### config.mk
export PLATFORM = sky130hd
export DESIGN_NAME = dict_hamming_decompressor
export DESIGN_NICKNAME = d
export VERILOG_FILES = /design/src/rtl/dict_hamming_pkg.sv /design/src/rtl/dict_hamming_lookup.sv /design/src/rtl/dict_hamming_decompressor.sv
export SDC_FILE = /design/constraint.sdc
export NUM_CORES = 1
export LEC_CHECK = 0
export BUFFER_PORTS_ARGS = -buffer_cell sky130_fd_sc_hd__buf_4
export CORE_UTILIZATION = 58
export CTS_BUF_LIST = sky130_fd_sc_hd__clkbuf_2
export CTS_CLUSTER_SIZE = 24
export DETAILED_ROUTE_END_ITERATION = 8
export GPL_TIMING_DRIVEN = 0
export HOLD_SLACK_MARGIN = 0.15
export PLACE_DENSITY = 0.83
export REMOVE_ABC_BUFFERS = 1
export SYNTH_ARGS = -nofsm -noshare
export SYNTH_HDL_FRONTEND = slang
export SYNTH_HIERARCHICAL = 1
export SYNTH_SLANG_ARGS = --single-unit
### constraint.sdc
create_clock -name clk -period 4.7 [get_ports clk]
set_input_delay 0.705 -clock clk [delete_from_list [all_inputs] [get_ports clk]]
set_output_delay 0.705 -clock clk [all_outputs]
set_load 0.05 [all_outputs]
### src/rtl/dict_hamming_pkg.sv
// Shared dictionary for the Hamming-style chunk compressor/decompressor pair.
// Holds the codebook constant and the decompressor FSM encodings.
package dict_hamming_pkg;

   localparam int CB_WIDTH   = 4;
   localparam int CB_ENTRIES = 8;

   localparam logic [CB_WIDTH-1:0] CODEBOOK [CB_ENTRIES] = '{
      4'b0000, 4'b0001, 4'b0011, 4'b0111,
      4'b1111, 4'b1000, 4'b1100, 4'b1110
   };

   localparam logic [1:0] S_IDLE = 2'd0;
   localparam logic [1:0] S_RUN  = 2'd1;
   localparam logic [1:0] S_DONE = 2'd2;

endpackage

### src/rtl/dict_hamming_lookup.sv
// Combinational codeword lookup: dictionary index to chunk bits.
// Indices beyond the codebook decode to all-zeros.
module dict_hamming_lookup
   import dict_hamming_pkg::*;
#(
   parameter int CHUNK_SIZE    = 4,
   parameter int CODEBOOK_SIZE = 8,
   parameter int INDEX_BITS    = 3
) (
   input  logic [INDEX_BITS-1:0] index,
   output logic [CHUNK_SIZE-1:0] chunk
);

   always_comb begin
      chunk = '0;
      if (int'(index) < CODEBOOK_SIZE && int'(index) < CB_ENTRIES)
         chunk = CHUNK_SIZE'(CODEBOOK[index]);
   end

endmodule

### src/rtl/dict_hamming_decompressor.sv
// Frame decompressor: expands packed codebook indices into a serial bit stream.
// Optional ones_count output enabled by defining DICT_DECOMP_ONES_COUNT_EN.
module dict_hamming_decompressor
   import dict_hamming_pkg::*;
#(
   parameter int CHUNK_SIZE    = 4,
   parameter int CODEBOOK_SIZE = 8,
   parameter int NUM_CHUNKS    = 32
) (
   input  logic                                         clk,
   input  logic                                         rst_n,
   input  logic [NUM_CHUNKS*$clog2(CODEBOOK_SIZE)-1:0]  compressed_in,
   input  logic                                         load,
   output logic                                         busy,
   output logic                                         data_out,
   output logic                                         data_valid_out,
   output logic                                         decompression_done
`ifdef DICT_DECOMP_ONES_COUNT_EN
   ,
   output logic [$clog2(NUM_CHUNKS*CHUNK_SIZE+1)-1:0]   ones_count
`endif
);

   localparam int INDEX_BITS    = $clog2(CODEBOOK_SIZE);
   localparam int STREAM_LENGTH = NUM_CHUNKS * CHUNK_SIZE;
   localparam int BIT_W         = (CHUNK_SIZE > 1) ? $clog2(CHUNK_SIZE) : 1;
   localparam int CHK_W         = (NUM_CHUNKS > 1) ? $clog2(NUM_CHUNKS) : 1;

   logic [1:0]                       state;
   logic [NUM_CHUNKS*INDEX_BITS-1:0] frame;
   logic [BIT_W-1:0]                 bit_cnt, next_bit;
   logic [CHK_W-1:0]                 chunk_cnt, next_chunk;
   logic                             start, last_bit;
   logic [INDEX_BITS-1:0]            index;
   logic [CHUNK_SIZE-1:0]            chunk;
   logic                             next_data;

   assign start    = load && (state != S_RUN);
   assign last_bit = (bit_cnt == BIT_W'(CHUNK_SIZE-1)) && (chunk_cnt == CHK_W'(NUM_CHUNKS-1));
   assign busy     = (state == S_RUN);

   // Counters hold the position currently on data_out; the lookup works one
   // bit ahead so the output register always carries the next bit in time.
   always_comb begin
      next_bit   = '0;
      next_chunk = '0;
      if (!start && !last_bit) begin
         if (bit_cnt == BIT_W'(CHUNK_SIZE-1)) begin
            next_chunk = chunk_cnt + 1'b1;
         end else begin
            next_chunk = chunk_cnt;
            next_bit   = bit_cnt + 1'b1;
         end
      end
   end

   assign index = start ? compressed_in[INDEX_BITS-1:0]
                        : frame[int'(next_chunk)*INDEX_BITS +: INDEX_BITS];

   dict_hamming_lookup #(
      .CHUNK_SIZE    (CHUNK_SIZE),
      .CODEBOOK_SIZE (CODEBOOK_SIZE),
      .INDEX_BITS    (INDEX_BITS)
   ) u_lookup (
      .index (index),
      .chunk (chunk)
   );

   assign next_data = chunk[BIT_W'(CHUNK_SIZE-1) - next_bit];

   always_ff @(posedge clk or negedge rst_n) begin
      if (!rst_n) begin
         state              <= S_IDLE;
         frame              <= '0;
         bit_cnt            <= '0;
         chunk_cnt          <= '0;
         data_out           <= 1'b0;
         data_valid_out     <= 1'b0;
         decompression_done <= 1'b0;
      end else begin
         bit_cnt   <= next_bit;
         chunk_cnt <= next_chunk;
         case (state)
            S_IDLE, S_DONE: begin
               decompression_done <= 1'b0;
               if (load) begin
                  frame          <= compressed_in;
                  state          <= S_RUN;
                  data_out       <= next_data;
                  data_valid_out <= 1'b1;
               end else begin
                  state          <= S_IDLE;
                  data_out       <= 1'b0;
                  data_valid_out <= 1'b0;
               end
            end
            S_RUN: begin
               if (last_bit) begin
                  state              <= S_DONE;
                  data_out           <= 1'b0;
                  data_valid_out     <= 1'b0;
                  decompression_done <= 1'b1;
               end else begin
                  data_out <= next_data;
               end
            end
            default: begin
               state              <= S_IDLE;
               data_out           <= 1'b0;
               data_valid_out     <= 1'b0;
               decompression_done <= 1'b0;
            end
         endcase
      end
   end

`ifdef DICT_DECOMP_ONES_COUNT_EN
   // Counts the registered output, so the last bit lands on the RUN->DONE edge.
   always_ff @(posedge clk or negedge rst_n) begin
      if (!rst_n)
         ones_count <= '0;
      else if (start)
         ones_count <= '0;
      else if (data_valid_out && data_out)
         ones_count <= ones_count + 1'b1;
   end
`endif

   logic unused_ok;
   assign unused_ok = (STREAM_LENGTH == 0);

endmodule
==> results.ini <==
[detailed_routing]
viasPerCell = 6.099
dr.first_iter.drc_count = 197
wl_per_cell_microns = 17.80
route.detailed.drc = 0
ant_nets = 0
vias = 4062
finalWirelength_mm = 11.85
dr.pass1.iters = 5

[synth]
synth_edf_count = 0
ys_ff_latch = 106
syn_avg_cell_area_sq_um = 12.66
synth_cell_types = 54
syn_inst = 443
synth_area_sq_mm = 0.005610
synth_warnings = 6
synthFlopType = dfrtp_1
synthArstFlopShare_pct = 100.0
synth-seq-area-share_pct = 47.28

[critical_path]
r2r-end = data_out$_DFF_PN0_
crit_start = chunk_cnt[0]$_DFF_PN0_
end_kind = flip-flop
slowest_stage = dfrtp_2
cp-start-kind = flip-flop
worstSetupPathDepth = 12
critPathCapture = data_out$_DFF_PN0_
critPathKind = reg2reg
r2r_start = chunk_cnt[0]$_DFF_PN0_
r2r_slack_ps = 360
path_delay_family = flip-flops
critPathMaxFanout = 26
crit_chain = ha_1 -> xor2_2 -> mux4_2 -> nor2_1 -> nor4_1 -> o21ai_0 -> a32oi_1 -> inv_1 -> ha_1 -> a21oi_1 -> mux4_2 -> and2_1
crit_buf_inv = 1
cpPeakStageDelay_ps = 860
required_ps = 5200
cp.arrival_ps = 4830
reg2regPathDepth = 12

[power]
power_density_mw_per_mm2 = 673.2
irDropWorstVdd_mv = 0.3762
p_leak_nw = 3.041

[clock_tree]
cts_buffers = 9
cts_root_buf = clkbuf_2
clk_path_buf_depth = 2
cts.sink_count = 106
cts_tree = done
path_clk_slew_ps = 300
post_cts_buffers = 0
clock_latency_ps = 570
cts_htree_levels = 3

[floorplan]
die_w_microns = 100.4
die-area_sq_mm = 0.01007
die-height_microns = 100.4
std_cell_rows = 35
num_io_pins = 103
coreArea_sq_mm = 0.009284
start_util_pct = 60.43

[finish]
final_common_cell = dfrtp_1
final_nets = 636
drive_gt1_share_pct = 45.25
final_cell_mix = dfrtp_1 (105), buf_4 (101), mux2_2 (100)
nFillCells = 694
diodes = 0
multiInputGateArea_sq_mm = 0.002770
syn_to_final_growth_pct = 17.13
seq_area_sq_mm = 0.002654

[place]
hpwl_mm = 8.459
place.gp.congestion = 0.8732
port_buffers = 102
place_ws_ps = 179.7

[grt]
antenna_found_initial = 0
gr-total-overflow = 0
grt_usage_pct = 24.64
grt_max_degree = 107
grt_pass1_vias = 4029
grt_pass1_wl_mm = 19.26

[timing]
setup_slack_ps = 360.6
drv_slew = 0
period_share_pct = 92.33
grt_setup_unrepaired = false
fmax_mhz = 230.4
fin_hold_ws_ps = 194.4
worst_slew_pin_slew_ps = 942.7
maxSlewHeadroom_pct = 37.15
setup_viol = 0
skew_ps = 20.48
fin_crit_ps = 4339
hold_viol_final = 0

[outcome]
status = complete, no violations

[run]
cap_violations = 0

[min_path]
hold_path_class = in2async

-- cells by family after synthesis --
kind of cell | Yosys count | share of synthesized area, %
xor+xnor | 6 | 1.338
mux | 147 | 30.69
fa+ha+maj | 5 | 1.115
buf+inv | 39 | 3.724
simple gates | 60 | 5.442
compound gates | 80 | 10.42
flops | 106 | 47.28
-- repair_timing --
item | CTS | global route
hold buffers | 0 | 0
resized for setup | 0 | 2
setup endpoints to repair | 0 | 1
hold endpoints to repair | 0 | 0
-- per-stage QoR --
stage                     power (W)  TNS [ps]  std cells  utilization [%]  area [sq um]
after floorplan            0.003376    -77180        416                -          5446
after global placement     0.003923   -240920        647            68.65          6374
after detailed placement   0.003997         0        650            69.39          6442
after CTS                  0.004409         0        666            70.59          6554
after global routing       0.004721         0        666            70.78          6571
final                      0.004424         0        666            70.78          6571
-- Yosys cell counts (4+ instances only) --
cell type    n  area, sq um
dfrtp_1    106         2653
mux2_2     100         1126
mux2i_1     37        370.4
nor2_1      16        60.06
nand2_1     14        52.55
a21oi_1     11        55.05
inv_1       11        41.29
a32oi_1     10        87.58
clkbuf_1    10        37.54
o21ai_0     10        50.05
buf_2        8        40.04
o211ai_1     8        60.06
o221ai_1     8        70.07
mux4_2       7        157.7
a31oi_1      6        37.54
o22ai_1      6        37.54
buf_4        5        37.54
ha_1         5        62.56
nand4_1      4        25.02
-- flip-flops by register name, summed over array words and instances, names as in the netlist --
signal              cells
frame                  96
decompression_done      1
data_out                1
bit_cnt                 2
state                   1
chunk_cnt               5
-- worst register-to-register path: stages, from the launching register on --
cell,delay (ps)
dfrtp_2,860
ha_1,560
xor2_2,610
mux4_2,340
nor2_1,40
nor4_1,350
o21ai_0,130
a32oi_1,300
inv_1,110
ha_1,290
a21oi_1,60
mux4_2,460
and2_1,160
-- worst min path at each step --
stage	start	endpoint	slack (ps)
2_1_floorplan	rst_n	bit_cnt[0]$_DFF_PN0_	410
3_3_place_gp	bit_cnt[0]$_DFF_PN0_	bit_cnt[0]$_DFF_PN0_	460
3_5_place_dp	bit_cnt[0]$_DFF_PN0_	bit_cnt[0]$_DFF_PN0_	470
4_1_cts	compressed_in[5]	frame[5]$_DFFE_PN0P_	280
5_1_grt	rst_n	frame[40]$_DFFE_PN0P_	230
6_report	rst_n	frame[40]$_DFFE_PN0P_	190
-- layer usage --
layer | up-vias | part of all wire, % | global-route usage (%)
met5 | - | 0 | 0
met4 | 0 | 0.86 | 6.243
met3 | 12 | 6.0 | 5.292
met2 | 142 | 51 | 42.36
met1 | 2049 | 42 | 31.84
li1 | 1859 | - | -
-- report_power, final --
part / internal, W / total, W / switching, W
Sequential: 0.00125 / 0.00154 / 0.000289
Clock: 0.0000863 / 0.000415 / 0.000328
Combinational: 0.00124 / 0.00247 / 0.00124
-- cell type report --
cell class	instances	area share, %
repair buffers	105	12.62
multi-input cells	298	42.16
inverters	12	0.6855
flip-flops and latches	106	40.38
well taps	129	2.456
clock buffers	9	0.6855
clock inverters	7	1.009
Note: power is estimated with default switching activity, not from simulation.
